## src/rtl/conv3x3_feeder.sv

```systemverilog
// Upstream feeder for the 3x3 convolution PE: loads 9 weights and one image frame,
// then streams 9 contiguous (pixel, weight) beats per valid window in raster order.
module conv3x3_feeder #(
  parameter int DATA_W = 8,
  parameter int IMG_W  = 5,
  parameter int IMG_H  = 5
) (
  input  logic              clk,
  input  logic              rst,
  input  logic              start,
  input  logic [DATA_W-1:0] wgt_in,
  input  logic              wgt_valid,
  output logic              wgt_ready,
  input  logic [DATA_W-1:0] pix_in,
  input  logic              pix_valid,
  output logic              pix_ready,
  output logic [DATA_W-1:0] pe_in,
  output logic [DATA_W-1:0] pe_filter,
  output logic              feed_valid,
  output logic              window_last,
  output logic              busy,
  output logic              done
);

  localparam int NPIX = IMG_W * IMG_H;
  localparam int AW   = $clog2(NPIX);
  localparam int PCW  = $clog2(NPIX + 1);
  localparam int RW   = $clog2(IMG_H);
  localparam int CW   = $clog2(IMG_W);
  localparam logic [RW-1:0]  R_MAX    = RW'(IMG_H - 3);
  localparam logic [CW-1:0]  C_MAX    = CW'(IMG_W - 3);
  localparam logic [3:0]     K_MAX    = 4'd8;
  localparam logic [3:0]     WGT_FULL = 4'd9;
  localparam logic [PCW-1:0] PIX_FULL = PCW'(NPIX);

  typedef enum logic [1:0] {
    S_IDLE,
    S_LOAD,
    S_FEED,
    S_DONE
  } state_t;

  state_t state, state_n;

  logic [DATA_W-1:0] wgt_mem [9];
  logic [DATA_W-1:0] pix_mem [NPIX];

  logic [3:0]     wgt_cnt;
  logic [PCW-1:0] pix_cnt;
  logic [RW-1:0]  r_q, r_n;
  logic [CW-1:0]  c_q, c_n;
  logic [3:0]     k_q, k_n;
  logic           wgt_full, pix_full, last_beat, emit;
  int             kr, kc;
  logic [AW-1:0]  rd_addr;

  assign wgt_full  = (wgt_cnt == WGT_FULL);
  assign pix_full  = (pix_cnt == PIX_FULL);
  assign last_beat = (r_q == R_MAX) && (c_q == C_MAX) && (k_q == K_MAX);

  assign wgt_ready = (state == S_LOAD) && !wgt_full;
  assign pix_ready = (state == S_LOAD) && !pix_full;
  assign busy      = (state == S_LOAD) || (state == S_FEED);

  always_ff @(posedge clk) begin
    if (rst) state <= S_IDLE;
    else     state <= state_n;
  end

  // r_n/c_n/k_n name the beat to be registered onto the outputs at the next edge;
  // r_q/c_q/k_q name the beat currently on the outputs.
  always_comb begin
    // NOTE: every always_comb target gets a default first so no path can infer a latch.
    state_n = state;
    emit    = 1'b0;
    r_n     = '0;
    c_n     = '0;
    k_n     = '0;
    unique case (state)
      S_IDLE: if (start) state_n = S_LOAD;
      S_LOAD: begin
        if (wgt_full && pix_full) begin
          state_n = S_FEED;
          emit    = 1'b1;
        end
      end
      S_FEED: begin
        if (last_beat) begin
          state_n = S_DONE;
        end else begin
          emit = 1'b1;
          r_n  = r_q;
          c_n  = c_q;
          k_n  = k_q + 4'd1;
          if (k_q == K_MAX) begin
            k_n = '0;
            if (c_q == C_MAX) begin
              c_n = '0;
              r_n = r_q + RW'(1);
            end else begin
              c_n = c_q + CW'(1);
            end
          end
        end
      end
      S_DONE: state_n = S_IDLE;
      default: state_n = S_IDLE;
    endcase
  end

  always_comb begin
    kr      = (k_n >= 4'd6) ? 2 : (k_n >= 4'd3) ? 1 : 0;
    kc      = int'(k_n) - 3 * kr;
    rd_addr = AW'((int'(r_n) + kr) * IMG_W + int'(c_n) + kc);
  end

  // NOTE: the storage arrays carry no reset; their contents are always rewritten before use.
  always_ff @(posedge clk) begin
    if (wgt_valid && wgt_ready) wgt_mem[wgt_cnt] <= wgt_in;
    if (pix_valid && pix_ready) pix_mem[AW'(pix_cnt)] <= pix_in;
  end

  // NOTE: sequential state uses non-blocking assignments so every register samples pre-edge values.
  always_ff @(posedge clk) begin
    if (rst) begin
      wgt_cnt     <= '0;
      pix_cnt     <= '0;
      r_q         <= '0;
      c_q         <= '0;
      k_q         <= '0;
      pe_in       <= '0;
      pe_filter   <= '0;
      feed_valid  <= 1'b0;
      window_last <= 1'b0;
      done        <= 1'b0;
    end else begin
      feed_valid  <= emit;
      window_last <= emit && (k_n == K_MAX);
      pe_in       <= emit ? pix_mem[rd_addr] : '0;
      pe_filter   <= emit ? wgt_mem[k_n] : '0;
      done        <= (state == S_FEED) && last_beat;

      if (emit) begin
        r_q <= r_n;
        c_q <= c_n;
        k_q <= k_n;
      end

      if (state == S_IDLE && start) begin
        wgt_cnt <= '0;
        pix_cnt <= '0;
        r_q     <= '0;
        c_q     <= '0;
        k_q     <= '0;
      end else begin
        if (wgt_valid && wgt_ready) wgt_cnt <= wgt_cnt + 4'd1;
        if (pix_valid && pix_ready) pix_cnt <= pix_cnt + PCW'(1);
      end
    end
  end

endmodule

```

## config.mk

```make
export PLATFORM = sky130hd
export DESIGN_NAME = conv3x3_feeder
export DESIGN_NICKNAME = d
export VERILOG_FILES = /design/src/rtl/conv3x3_feeder.sv
export SDC_FILE = /design/constraint.sdc
export NUM_CORES = 1
export LEC_CHECK = 0
export CORE_MARGIN = 5
export CORE_UTILIZATION = 41
export DETAILED_ROUTE_END_ITERATION = 7
export MAX_ROUTING_LAYER = met4
export PLACE_DENSITY = 0.54
export SETUP_SLACK_MARGIN = 0.05
export SLEW_MARGIN = 20
export SYNTH_ARGS = -nofsm -noshare
export SYNTH_HDL_FRONTEND = slang
export SYNTH_SLANG_ARGS = --single-unit
```

## constraint.sdc

```tcl
create_clock -name clk -period 9.91 [get_ports clk]
set_clock_uncertainty 0.05 [all_clocks]
set_input_delay 1.4865 -clock clk [delete_from_list [all_inputs] [get_ports clk]]
set_output_delay 1.4865 -clock clk [all_outputs]
set_load 0.05 [all_outputs]
```

==> results.cfg <==
[logic_synthesis]
syn-instance-count = 816
synth-seq-cells = 312
netlist_area_um2 = 13000
yosys-top-cells-count = edfxtp_1, nor2_1, nand2_1
ys_dominant_reg_cell = edfxtp_1
async_flop_share_pct = 0
synth.most_common_cell = edfxtp_1
synth_warnings = 0
synth_edf_count = 272
synth_nets = 874
syn_avg_cell_area_um2 = 16.0
synthTopCellsByArea = edfxtp_1, mux4_2, dfxtp_1
synth_top_area_cell = edfxtp_1
netlist-cell-type-count = 61
ys_seq_area_share_pct = 68.8
netlist.area_leader.share_pct = 62.7

[floorplanning]
rows = 65
io_pins = 43
die_x_um = 188
fp.dieArea_um2 = 35400
coreArea_um2 = 31500
start_util_pct = 41.4
fp.dieH_um = 188

[power]
power_leakage_nw = 5.00
p_switching_mw = 0.718
power_frac_seq_pct = 48.3
p_comb_share_pct = 11.5
irDropWorstVdd_v = 0.000190
switching_share_pct = 23.8
p_int_mw = 2.30
p_total_mw = 3.01
power_density_nw_per_um2 = 203
pwr-share-clk_pct = 40.2

[clock_network]
cts-resized-gates = 0
clock_sinks = 312
clkSlewWorstSetupHoldPaths_ns = 0.06
clk_latency_ns = 0.51
cts_hold_buf = 0
cts_setup_buffers = 0
cts_buffers = 34
cts_tree = built
clockBufferDepth = 3
root_buffer = clkbuf_16
htree_levels = 2

[timing]
final_hold_viol_count = 0
fin_tns_setup_ns = 0
fmax_mhz = 130
finalSetupViolCount = 0
fin_crit_ns = 7.67
maxSlewHeadroom_pct = 27.2
rsz0062_at_grt = no
worst-slew-pin-transition_ns = 1.09
post-route-period-util_pct = 77.4
holdWs_ns = 0.490
finalMaxSlewViolations = 0

[global_routing]
antenna_found_initial = 0
grt-ovfl-total = 0
grt_max_degree = 37
grt_pass1_vias = 7179
track_usage_pct = 16.0
grt_pass1_wl_mm = 42.9

[detailed_routing]
wl_met1_mm = 12.0
wl_per_cell_um = 21.6
dr_wl_met3_mm = 1.15
via_per_inst = 5.35
dr.max_layer_used = met4
via_count = 6895
drt_iter0_drc = 485
antenna_left = 0
drc = 0
wl_met2_mm = 14.0
firstDrtPassIters = 5
wirelength_mm = 27.8

[worst_setup_path]
endpoint = pe_in[0]$_SDFF_PP0_
cp-end-kind = flip-flop
reg2reg_slack_ns = 2.24
crit_start = k_q[0]$_SDFFE_PP0P_
r2r_cells = 26
r2r-end = pe_in[0]$_SDFF_PP0_
critPathArrivalTime_ns = 8.04
crit_type = flip-flop to flip-flop
cp.required_ns = 10.28
reg2reg_from = k_q[0]$_SDFFE_PP0P_
crit_fanout = 36
crit_path_start_kind = flip-flop

[status]
status = completed

[place]
dp_hpwl_mm = 17.9
gp_congestion = 0.829
io_buffers = 42

[cells_and_area]
diodes = 0
layout-drive-gt1-share_pct = 14.1
regArea_um2 = 8970
synthToLayoutAreaGrowth_pct = 14.0
n_fill_cell = 2676
nNetsFinal = 919
multi_input_area_um2 = 3730

[hold_path]
hp-class = flip-flop to flip-flop

[flow_run]
maxCapViolCount = 0
==> cell type report <==
class	instances	share of cell area, %
clock inverter	14	0.960
sequential	312	60.4
inverter	36	0.926
clock buffer	48	6.29
timing repair buffer	45	2.95
tap	402	3.38
multi-input combinational	432	25.1
==> power by group through the flow <==
stage | clock [mW] | combinational [mW] | sequential, mW
floorplan | 0 | 0.242 | 1.49
global placement | 0 | 0.346 | 1.48
detailed placement | 0 | 0.352 | 1.48
CTS | 1.24 | 0.354 | 1.46
global route | 1.30 | 0.379 | 1.46
finish | 1.21 | 0.347 | 1.46
==> per-layer routing <==
layer	GRT usage (%)	vias to the layer above
met2	26.8	156
met5	-	-
met4	4.35	0
li1	-	3181
met1	20.7	3506
met3	2.39	52
==> registers in the layout, indices dropped and copies added (netlist names) <==
signal,flops
done,1
pix_mem,200
feed_valid,1
window_last,1
wgt_cnt,4
wgt_mem,72
k_q,4
r_q,3
pe_filter,8
c_q,3
pe_in,8
pix_cnt,5
state,2
==> stage by stage <==
stage	cell area, um^2	util, %	std cells	setup slack, ns
floorplan	13000	-	816	3.67
global placement	13800	43.8	1227	2.40
detailed placement	13800	43.8	1227	2.12
CTS	14900	47.2	1289	2.09
global route	14900	47.2	1289	1.74
finish	14900	47.2	1289	2.24
==> kinds of logic after synthesis <==
family | Yosys count | synth area share, %
buf+inv | 72 | 2.59
simple gates | 198 | 7.09
mux | 89 | 10.8
xor+xnor | 17 | 1.51
compound gates | 90 | 5.18
other cells | 1 | 0.0288
flops | 312 | 68.8
fa+ha+maj | 37 | 4.01
==> how the worst min path moves through the flow <==
stage	from	end	slack, ns	cells after the start
2_1_floorplan	wgt_mem[8][3]$_DFFE_PP_	pe_filter[3]$_SDFF_PP0_	0.42	2
3_3_place_gp	state[1]$_SDFFE_PP0P_	state[1]$_SDFFE_PP0P_	0.46	2
3_5_place_dp	wgt_mem[8][3]$_DFFE_PP_	pe_filter[3]$_SDFF_PP0_	0.48	2
4_1_cts	wgt_mem[8][3]$_DFFE_PP_	pe_filter[3]$_SDFF_PP0_	0.49	2
5_1_grt	wgt_mem[8][3]$_DFFE_PP_	pe_filter[3]$_SDFF_PP0_	0.55	2
6_report	wgt_mem[8][3]$_DFFE_PP_	pe_filter[3]$_SDFF_PP0_	0.49	2
==> cells in the final DEF (no fill, tap or decap), types with 3 or more instances in the layout <==
master	count
edfxtp_1	272
nor2_1	67
nand2_1	61
mux2i_1	42
clkdlybuf4s50_1	41
mux4_2	40
dfxtp_1	40
a22oi_1	37
clkbuf_16	35
inv_1	34
ha_1	28
nand3_1	20
and2_1	12
clkbuf_1	12
a21oi_1	11
a311oi_1	8
a21o_2	8
a21oi_2	8
xor2_1	7
o211ai_1	7
fa_1	7
xnor2_1	6
clkinv_1	6
mux2_2	6
nor2b_1	4
or3_1	4
and3_1	4
nor3_1	4
nand3b_1	3
clkinv_2	3
buf_4	3
==> worst max-delay path: stages (launching register included) <==
cell and delay, ns:
dfxtp_1 0.40, inv_1 0.07, ha_1 0.22, and3b_1 0.26, nor2_1 0.25, nand2_2 0.21
inv_1 0.43, nand2_1 0.10, mux2i_1 0.17, nand2_1 0.09, inv_1 0.09, ha_1 0.17
inv_1 0.06, fa_1 0.41, xor2_1 0.18, ha_1 0.28, inv_1 0.05, fa_1 0.47
inv_1 0.05, fa_1 0.53, inv_1 0.05, fa_1 0.50, fa_4 1.28, and2_0 0.53
a22oi_1 0.22, a21o_2 0.28, a21oi_2 0.11
Power figures use the tool's default switching activity.
